**src/rtl/domain_pwr_seq.sv**
```systemverilog
// Power sequencer for one switchable clock domain: orders PLL lock, clock enable and
// reset release on power-up, and reset assertion before clock gating on power-down.
module domain_pwr_seq #(
    parameter int LOCK_TIMEOUT = 1024,
    parameter int RST_HOLD_CYC = 16,
    parameter int CLK_OFF_CYC  = 4
) (
    input  logic       clk_i,
    input  logic       arst_ni,
    input  logic       enable_i,
    input  logic       pll_locked_i,
    output logic       clk_en_o,
    output logic       arst_n_o,
    output logic       ready_o,
    output logic       busy_o,
    output logic       timeout_o,
    output logic       lock_lost_o,
    output logic [2:0] state_o
);

    localparam int MAX_AB  = (LOCK_TIMEOUT > RST_HOLD_CYC) ? LOCK_TIMEOUT : RST_HOLD_CYC;
    localparam int CNT_MAX = (MAX_AB > CLK_OFF_CYC) ? MAX_AB : CLK_OFF_CYC;
    localparam int CNT_W   = $clog2(CNT_MAX) + 1;

    localparam logic [CNT_W-1:0] LOCK_LAST = CNT_W'(LOCK_TIMEOUT - 1);
    localparam logic [CNT_W-1:0] HOLD_LAST = CNT_W'(RST_HOLD_CYC - 1);
    localparam logic [CNT_W-1:0] OFF_LAST  = CNT_W'(CLK_OFF_CYC - 1);

    typedef enum logic [2:0] {
        ST_OFF        = 3'd0,
        ST_WAIT_LOCK  = 3'd1,
        ST_CLK_ON     = 3'd2,
        ST_RUN        = 3'd3,
        ST_RST_ASSERT = 3'd4,
        ST_CLK_OFF    = 3'd5,
        ST_ERR        = 3'd6
    } state_t;

    state_t           state_reg, state_next;
    logic [CNT_W-1:0] cnt_reg, cnt_next;
    logic             timeout_reg, timeout_next;
    logic             lock_lost_reg, lock_lost_next;
    logic             clk_en_reg, clk_en_next;
    logic             arst_n_reg, arst_n_next;
    logic             ready_reg, ready_next;
    logic             busy_reg, busy_next;

    always_ff @(posedge clk_i or negedge arst_ni) begin
        if (!arst_ni) begin
            state_reg     <= ST_OFF;
            cnt_reg       <= '0;
            timeout_reg   <= 1'b0;
            lock_lost_reg <= 1'b0;
            clk_en_reg    <= 1'b0;
            arst_n_reg    <= 1'b0;
            ready_reg     <= 1'b0;
            busy_reg      <= 1'b0;
        end else begin
            state_reg     <= state_next;
            cnt_reg       <= cnt_next;
            timeout_reg   <= timeout_next;
            lock_lost_reg <= lock_lost_next;
            clk_en_reg    <= clk_en_next;
            arst_n_reg    <= arst_n_next;
            ready_reg     <= ready_next;
            busy_reg      <= busy_next;
        end
    end

    always_comb begin
        state_next     = state_reg;
        cnt_next       = cnt_reg;
        timeout_next   = timeout_reg;
        lock_lost_next = lock_lost_reg;
        clk_en_next    = 1'b0;
        arst_n_next    = 1'b0;
        ready_next     = 1'b0;
        busy_next      = 1'b0;

        case (state_reg)
            ST_OFF: begin
                if (enable_i) begin
                    state_next     = ST_WAIT_LOCK;
                    cnt_next       = '0;
                    timeout_next   = 1'b0;
                    lock_lost_next = 1'b0;
                end
            end
            ST_WAIT_LOCK: begin
                if (!enable_i) begin
                    state_next = ST_OFF;
                end else if (pll_locked_i) begin
                    state_next = ST_CLK_ON;
                    cnt_next   = '0;
                end else if (cnt_reg == LOCK_LAST) begin
                    state_next   = ST_ERR;
                    timeout_next = 1'b1;
                end else begin
                    cnt_next = cnt_reg + 1'b1;
                end
            end
            ST_CLK_ON: begin
                // Power-up runs to completion regardless of enable_i; only a lost
                // lock aborts it, straight into the orderly reset/gate sequence.
                if (!pll_locked_i) begin
                    state_next = ST_RST_ASSERT;
                    cnt_next   = '0;
                end else if (cnt_reg == HOLD_LAST) begin
                    state_next = ST_RUN;
                    cnt_next   = '0;
                end else begin
                    cnt_next = cnt_reg + 1'b1;
                end
            end
            ST_RUN: begin
                if (!enable_i || !pll_locked_i) begin
                    state_next = ST_RST_ASSERT;
                    cnt_next   = '0;
                    if (!pll_locked_i) lock_lost_next = 1'b1;
                end
            end
            ST_RST_ASSERT: begin
                if (cnt_reg == HOLD_LAST) begin
                    state_next = ST_CLK_OFF;
                    cnt_next   = '0;
                end else begin
                    cnt_next = cnt_reg + 1'b1;
                end
            end
            ST_CLK_OFF: begin
                if (cnt_reg == OFF_LAST) begin
                    state_next = ST_OFF;
                    cnt_next   = '0;
                end else begin
                    cnt_next = cnt_reg + 1'b1;
                end
            end
            ST_ERR: begin
                if (!enable_i) state_next = ST_OFF;
            end
            default: begin
                state_next = ST_OFF;
                cnt_next   = '0;
            end
        endcase

        // Outputs are decoded from the next state so every pin comes straight off a flop.
        case (state_next)
            ST_WAIT_LOCK:  busy_next = 1'b1;
            ST_CLK_ON: begin
                clk_en_next = 1'b1;
                busy_next   = 1'b1;
            end
            ST_RUN: begin
                clk_en_next = 1'b1;
                arst_n_next = 1'b1;
                ready_next  = 1'b1;
            end
            ST_RST_ASSERT: begin
                clk_en_next = 1'b1;
                busy_next   = 1'b1;
            end
            ST_CLK_OFF:    busy_next = 1'b1;
            default:       busy_next = 1'b0;
        endcase
    end

    assign clk_en_o    = clk_en_reg;
    assign arst_n_o    = arst_n_reg;
    assign ready_o     = ready_reg;
    assign busy_o      = busy_reg;
    assign timeout_o   = timeout_reg;
    assign lock_lost_o = lock_lost_reg;
    assign state_o     = state_reg;

endmodule

```
**config.mk**
```make
export PLATFORM = sky130hd
export DESIGN_NAME = domain_pwr_seq
export DESIGN_NICKNAME = d
export VERILOG_FILES = /design/src/rtl/domain_pwr_seq.sv
export SDC_FILE = /design/constraint.sdc
export NUM_CORES = 1
export LEC_CHECK = 0
export ABC_AREA = 1
export BUFFER_PORTS_ARGS = -buffer_cell sky130_fd_sc_hd__buf_2
export CORE_MARGIN = 2
export CORE_UTILIZATION = 58
export DETAILED_ROUTE_END_ITERATION = 10
export PLACE_DENSITY = 0.84
export SLEW_MARGIN = 40
export SYNTH_ARGS = -nofsm -noshare
export SYNTH_HDL_FRONTEND = slang
export SYNTH_SLANG_ARGS = --single-unit
```
**constraint.sdc**
```tcl
create_clock -name clk_i -period 1.92 [get_ports clk_i]
set_clock_uncertainty 0.05 [all_clocks]
set_input_delay 0.192 -clock clk_i [delete_from_list [all_inputs] [get_ports clk_i]]
set_output_delay 0.192 -clock clk_i [all_outputs]
set_load 0.03 [all_outputs]
```
==> report_table.html <==
<table>
<tr><th>Metric</th><th>Value</th></tr>
<tr><th colspan="2">Power and ir drop</th></tr>
<tr><td>Proportion of power drawn by the clock network</td><td>12.1%</td></tr>
<tr><td>Fraction of power spent switching nets</td><td>51.8%</td></tr>
<tr><td>Internal power of the cells</td><td>0.858 mW</td></tr>
<tr><td>Power density normalized to cell area</td><td>1220 mW/mm²</td></tr>
<tr><td>Net switching component of the power</td><td>0.922 mW</td></tr>
<tr><td>Leakage power</td><td>0.755 nW</td></tr>
<tr><td>Largest vdd supply drop</td><td>0.00122 V</td></tr>
<tr><td>Total Power</td><td>1.78 mW</td></tr>
<tr><td>Fraction of power consumed by combinational cells</td><td>54.0%</td></tr>
<tr><td>Sequential group share of total power</td><td>33.8%</td></tr>
<tr><th colspan="2">Setup path</th></tr>
<tr><td>Category of the most critical setup path</td><td>register to register</td></tr>
<tr><td>Crit end category</td><td>register</td></tr>
<tr><td>Number of cell instances on the worst register-to-register path</td><td>8</td></tr>
<tr><td>Startpoint class of the critical path</td><td>register</td></tr>
<tr><td>Required time of the critical path</td><td>2.08 ns</td></tr>
<tr><td>Arrival time worst endpoint</td><td>1.92 ns</td></tr>
<tr><td>Highest fanout seen on the critical path</td><td>5</td></tr>
<tr><th colspan="2">CTS</th></tr>
<tr><td>Maximum level of the CTS H-tree</td><td>1</td></tr>
<tr><td>CTS tree</td><td>done</td></tr>
<tr><td>Clock transition at the registers of the reported paths</td><td>0.12 ns</td></tr>
<tr><td>Skew-Pair Late Insertion Delay</td><td>0.32 ns</td></tr>
<tr><td>Root Driver</td><td>sky130_fd_sc_hd__clkbuf_4</td></tr>
<tr><td>Sinks on the clock net</td><td>19</td></tr>
<tr><td>Number of buffers created by CTS</td><td>3</td></tr>
<tr><td>Clock tree buffer depth</td><td>2</td></tr>
<tr><td>Post-CTS setup buffer count</td><td>0</td></tr>
<tr><th colspan="2">Finish</th></tr>
<tr><td>Largest register FFs</td><td>11</td></tr>
<tr><td>Fraction of the core area covered by cells at the end of the flow</td><td>66.5%</td></tr>
<tr><td>Number of nets at the end of the flow</td><td>224</td></tr>
<tr><td>Number of antenna diodes</td><td>0</td></tr>
<tr><td>Fraction of layout cells with a size suffix above 1</td><td>15.1%</td></tr>
<tr><td>Layout Area Growth over Synthesis</td><td>9.80%</td></tr>
<tr><td>Highest-count cells in the layout ignoring fill and taps</td><td>sky130_fd_sc_hd__nand2_1 (56), sky130_fd_sc_hd__nor2_1 (34), sky130_fd_sc_hd__inv_1 (22)</td></tr>
<tr><td>Most common cell after layout, fill and taps aside</td><td>sky130_fd_sc_hd__nand2_1</td></tr>
<tr><th colspan="2">Synthesis</th></tr>
<tr><td>Simple-gate area share of the yosys netlist</td><td>45.1%</td></tr>
<tr><td>Main combinational cell family by area after synthesis</td><td>simple AND/OR/NAND/NOR gates</td></tr>
<tr><td>Area fraction in compound gates after synthesis</td><td>6.88%</td></tr>
<tr><td>Dominant register cell in the synthesized netlist</td><td>sky130_fd_sc_hd__dfrtp_1</td></tr>
<tr><td>Synth Register Bits</td><td>19</td></tr>
<tr><td>Sequential element share of the synthesized area</td><td>35.8%</td></tr>
<tr><td>Mapped cell area</td><td>0.00133 mm²</td></tr>
<tr><td>Mean post-synth cell area</td><td>6.51 µm²</td></tr>
<tr><td>Most area-hungry cell type in the Yosys netlist</td><td>sky130_fd_sc_hd__dfrtp_1</td></tr>
<tr><td>Syn Inst Count</td><td>204</td></tr>
<tr><td>EDFF count, synth</td><td>0</td></tr>
<tr><td>Synth async-reset ratio</td><td>100%</td></tr>
<tr><td>Synth warnings</td><td>0</td></tr>
<tr><td>Number of distinct library cells after synthesis</td><td>24</td></tr>
<tr><td>Xor and xnor fraction of the mapped netlist area</td><td>1.98%</td></tr>
<tr><td>Area share of the largest cell type after synthesis</td><td>35.8%</td></tr>
<tr><td>Multiplexer fraction of the synthesized cell area</td><td>0%</td></tr>
<tr><td>Ranking of synthesized cells by area</td><td>sky130_fd_sc_hd__dfrtp_1 (36%), sky130_fd_sc_hd__nand2_1 (16%), sky130_fd_sc_hd__nor2_1 (11%)</td></tr>
<tr><td>Adder-Cell Fraction of Synth Area</td><td>0.943%</td></tr>
<tr><td>Syn Nets</td><td>209</td></tr>
<tr><th colspan="2">Floorplanning</th></tr>
<tr><td>Standard-cell row count</td><td>17</td></tr>
<tr><td>Overall die height</td><td>51.8 µm</td></tr>
<tr><td>Floorplan core area</td><td>0.00219 mm²</td></tr>
<tr><td>Die W</td><td>51.8 µm</td></tr>
<tr><td>Top Ports</td><td>13</td></tr>
<tr><td>Die Area</td><td>0.00269 mm²</td></tr>
<tr><td>Effective utilization at floorplan</td><td>60.6%</td></tr>
<tr><th colspan="2">Timing</th></tr>
<tr><td>Setup violations, final</td><td>0</td></tr>
<tr><td>Setup TNS</td><td>0 ns</td></tr>
<tr><td>Final Cycle Share</td><td>91.6%</td></tr>
<tr><td>Final hold violation count</td><td>0</td></tr>
<tr><td>Final Slew Violations</td><td>0</td></tr>
<tr><td>Worst hold slack</td><td>0.254 ns</td></tr>
<tr><td>Normalized max-slew margin</td><td>71.2%</td></tr>
<tr><td>Unrepaired setup endpoints after global routing</td><td>false</td></tr>
<tr><td>Period minus WS final</td><td>1.76 ns</td></tr>
<tr><td>Maximum clock frequency</td><td>0.569 GHz</td></tr>
<tr><td>Slew at the pin closest to its max-slew limit</td><td>0.431 ns</td></tr>
<tr><th colspan="2">Global route</th></tr>
<tr><td>Antenna violations before repair</td><td>0</td></tr>
<tr><td>Pin count of the biggest net entering global routing</td><td>20</td></tr>
<tr><td>Grt total ovfl</td><td>0</td></tr>
<tr><td>Total track usage</td><td>27.5%</td></tr>
<tr><td>Vias in the first global route</td><td>1232</td></tr>
<tr><td>Global Route met1 Usage</td><td>38.2%</td></tr>
<tr><td>Layer with the highest usage after global routing</td><td>met2</td></tr>
<tr><td>Global Route met2 Usage</td><td>42.0%</td></tr>
<tr><td>Met3 Track Usage GR</td><td>3.45%</td></tr>
<tr><td>Wire length of the first global-routing pass</td><td>5.34 mm</td></tr>
<tr><th colspan="2">Route</th></tr>
<tr><td>Sum of routed wire length over all layers</td><td>3.19 mm</td></tr>
<tr><td>Number of design rule violations left after detail routing</td><td>0</td></tr>
<tr><td>Post-detailed-route via-to-cell ratio</td><td>5.55</td></tr>
<tr><td>Count of TritonRoute iterations in the first routing pass</td><td>4</td></tr>
<tr><td>Number of vias after detailed routing</td><td>1366</td></tr>
<tr><td>First-iteration detailed-routing DRC count</td><td>52</td></tr>
<tr><td>Routed length per instance</td><td>13.0 µm</td></tr>
<tr><td>Post-route ant nets</td><td>0</td></tr>
<tr><th colspan="2">Hold path</th></tr>
<tr><td>Hold Crit Depth</td><td>3</td></tr>
<tr><td>Path category of the worst min-delay check</td><td>input pin to register</td></tr>
<tr><th colspan="2">Place</th></tr>
<tr><td>HPWL after DPL</td><td>2.45 mm</td></tr>
<tr><td>Count of buffers from port buffering</td><td>12</td></tr>
<tr><td>Global placer's final weighted congestion</td><td>1.00</td></tr>
<tr><th colspan="2">Job</th></tr>
<tr><td>MaxCap Viol Count</td><td>0</td></tr>
<tr><th colspan="2">Outcome</th></tr>
<tr><td>Run status</td><td>finished clean</td></tr>
</table>
[Yosys cell counts, drive strengths merged, types with 2 or more instances]
| library cell | number |
|---|---|
| nor3 | 8 |
| o211ai | 3 |
| inv | 27 |
| xor2 | 2 |
| buf | 3 |
| o21ai | 7 |
| nand2 | 57 |
| dfrtp | 19 |
| nor2 | 40 |
| nand3 | 22 |
| a21oi | 5 |
| nand4 | 7 |
[what timing repair did]
action | CTS | global route
hold endpoints to repair | 19 | 0
hold buffers | 1 | 0
resized for setup | 0 | 6
endpoints found under the setup margin | 0 | 5
[power by group through the flow]
stage	sequential, mW	combinational [mW]	clock (mW)
5_1_grt	0.619	1.08	0.235
4_1_cts	0.599	0.935	0.222
3_5_place_dp	0.607	0.931	0
2_1_floorplan	0.716	0.604	0
3_3_place_gp	0.605	0.914	0
6_report	0.602	0.962	0.216
[layout make-up]
class	instances	area [µm²]
repair buffers	13	70.1
well taps	28	35.0
clock buffers	3	22.5
multi-input cells	155	746
inverters	27	104
flip-flops and latches	19	475
fillers	198	733
clock inverters	1	5.00
[metrics by stage]
step           area [µm²]  cells  worst slack [ns]
2_1_floorplan        1330    204             0.265
3_3_place_gp         1400    241             0.134
3_5_place_dp         1400    241            0.0952
4_1_cts              1440    246            0.0626
5_1_grt              1460    246            0.0136
6_report             1460    246             0.162
[cell families after synthesis]
group / Yosys count
DFF: 19
adders and majority gates: 1
AOI/OAI and AO/OA: 16
xor gates and xnor gates: 3
buffers and inverters: 30
and+or+nand+nor: 135
[path summary, 6_finish.rpt]
path                                         start                 endpoint  slack, ns
min                                       enable_i  lock_lost_o$_DFFE_PN0P_       0.25
max reg2reg                 cnt_reg[0]$_DFFE_PN0P_   cnt_reg[3]$_DFFE_PN0P_       0.16
min in group asynchronous                  arst_ni    timeout_o$_DFFE_PN0P_       0.28
min reg2reg                lock_lost_o$_DFFE_PN0P_  lock_lost_o$_DFFE_PN0P_       0.46
max in group asynchronous                  arst_ni   cnt_reg[5]$_DFFE_PN0P_       1.23
max                         cnt_reg[0]$_DFFE_PN0P_   cnt_reg[3]$_DFFE_PN0P_       0.16
[routing by layer]
metal	vias to the layer above	wire [µm]	part of all wire, %
met4	0	82	2.6
li1	684	-	-
met1	623	1420	44
met5	-	0	0
met2	50	1460	46
met3	9	231	7.2
[worst max-delay path: stages, from the launching register on]
cell and delay (ns):
sky130_fd_sc_hd__dfrtp_1 0.44, sky130_fd_sc_hd__ha_2 0.24, sky130_fd_sc_hd__inv_1 0.07, sky130_fd_sc_hd__nor3_1 0.20, sky130_fd_sc_hd__nand2_1 0.14, sky130_fd_sc_hd__a21oi_1 0.23
sky130_fd_sc_hd__nand3_2 0.13, sky130_fd_sc_hd__inv_2 0.11, sky130_fd_sc_hd__nor2_1 0.05
Note: power is estimated with default switching activity, not from simulation.
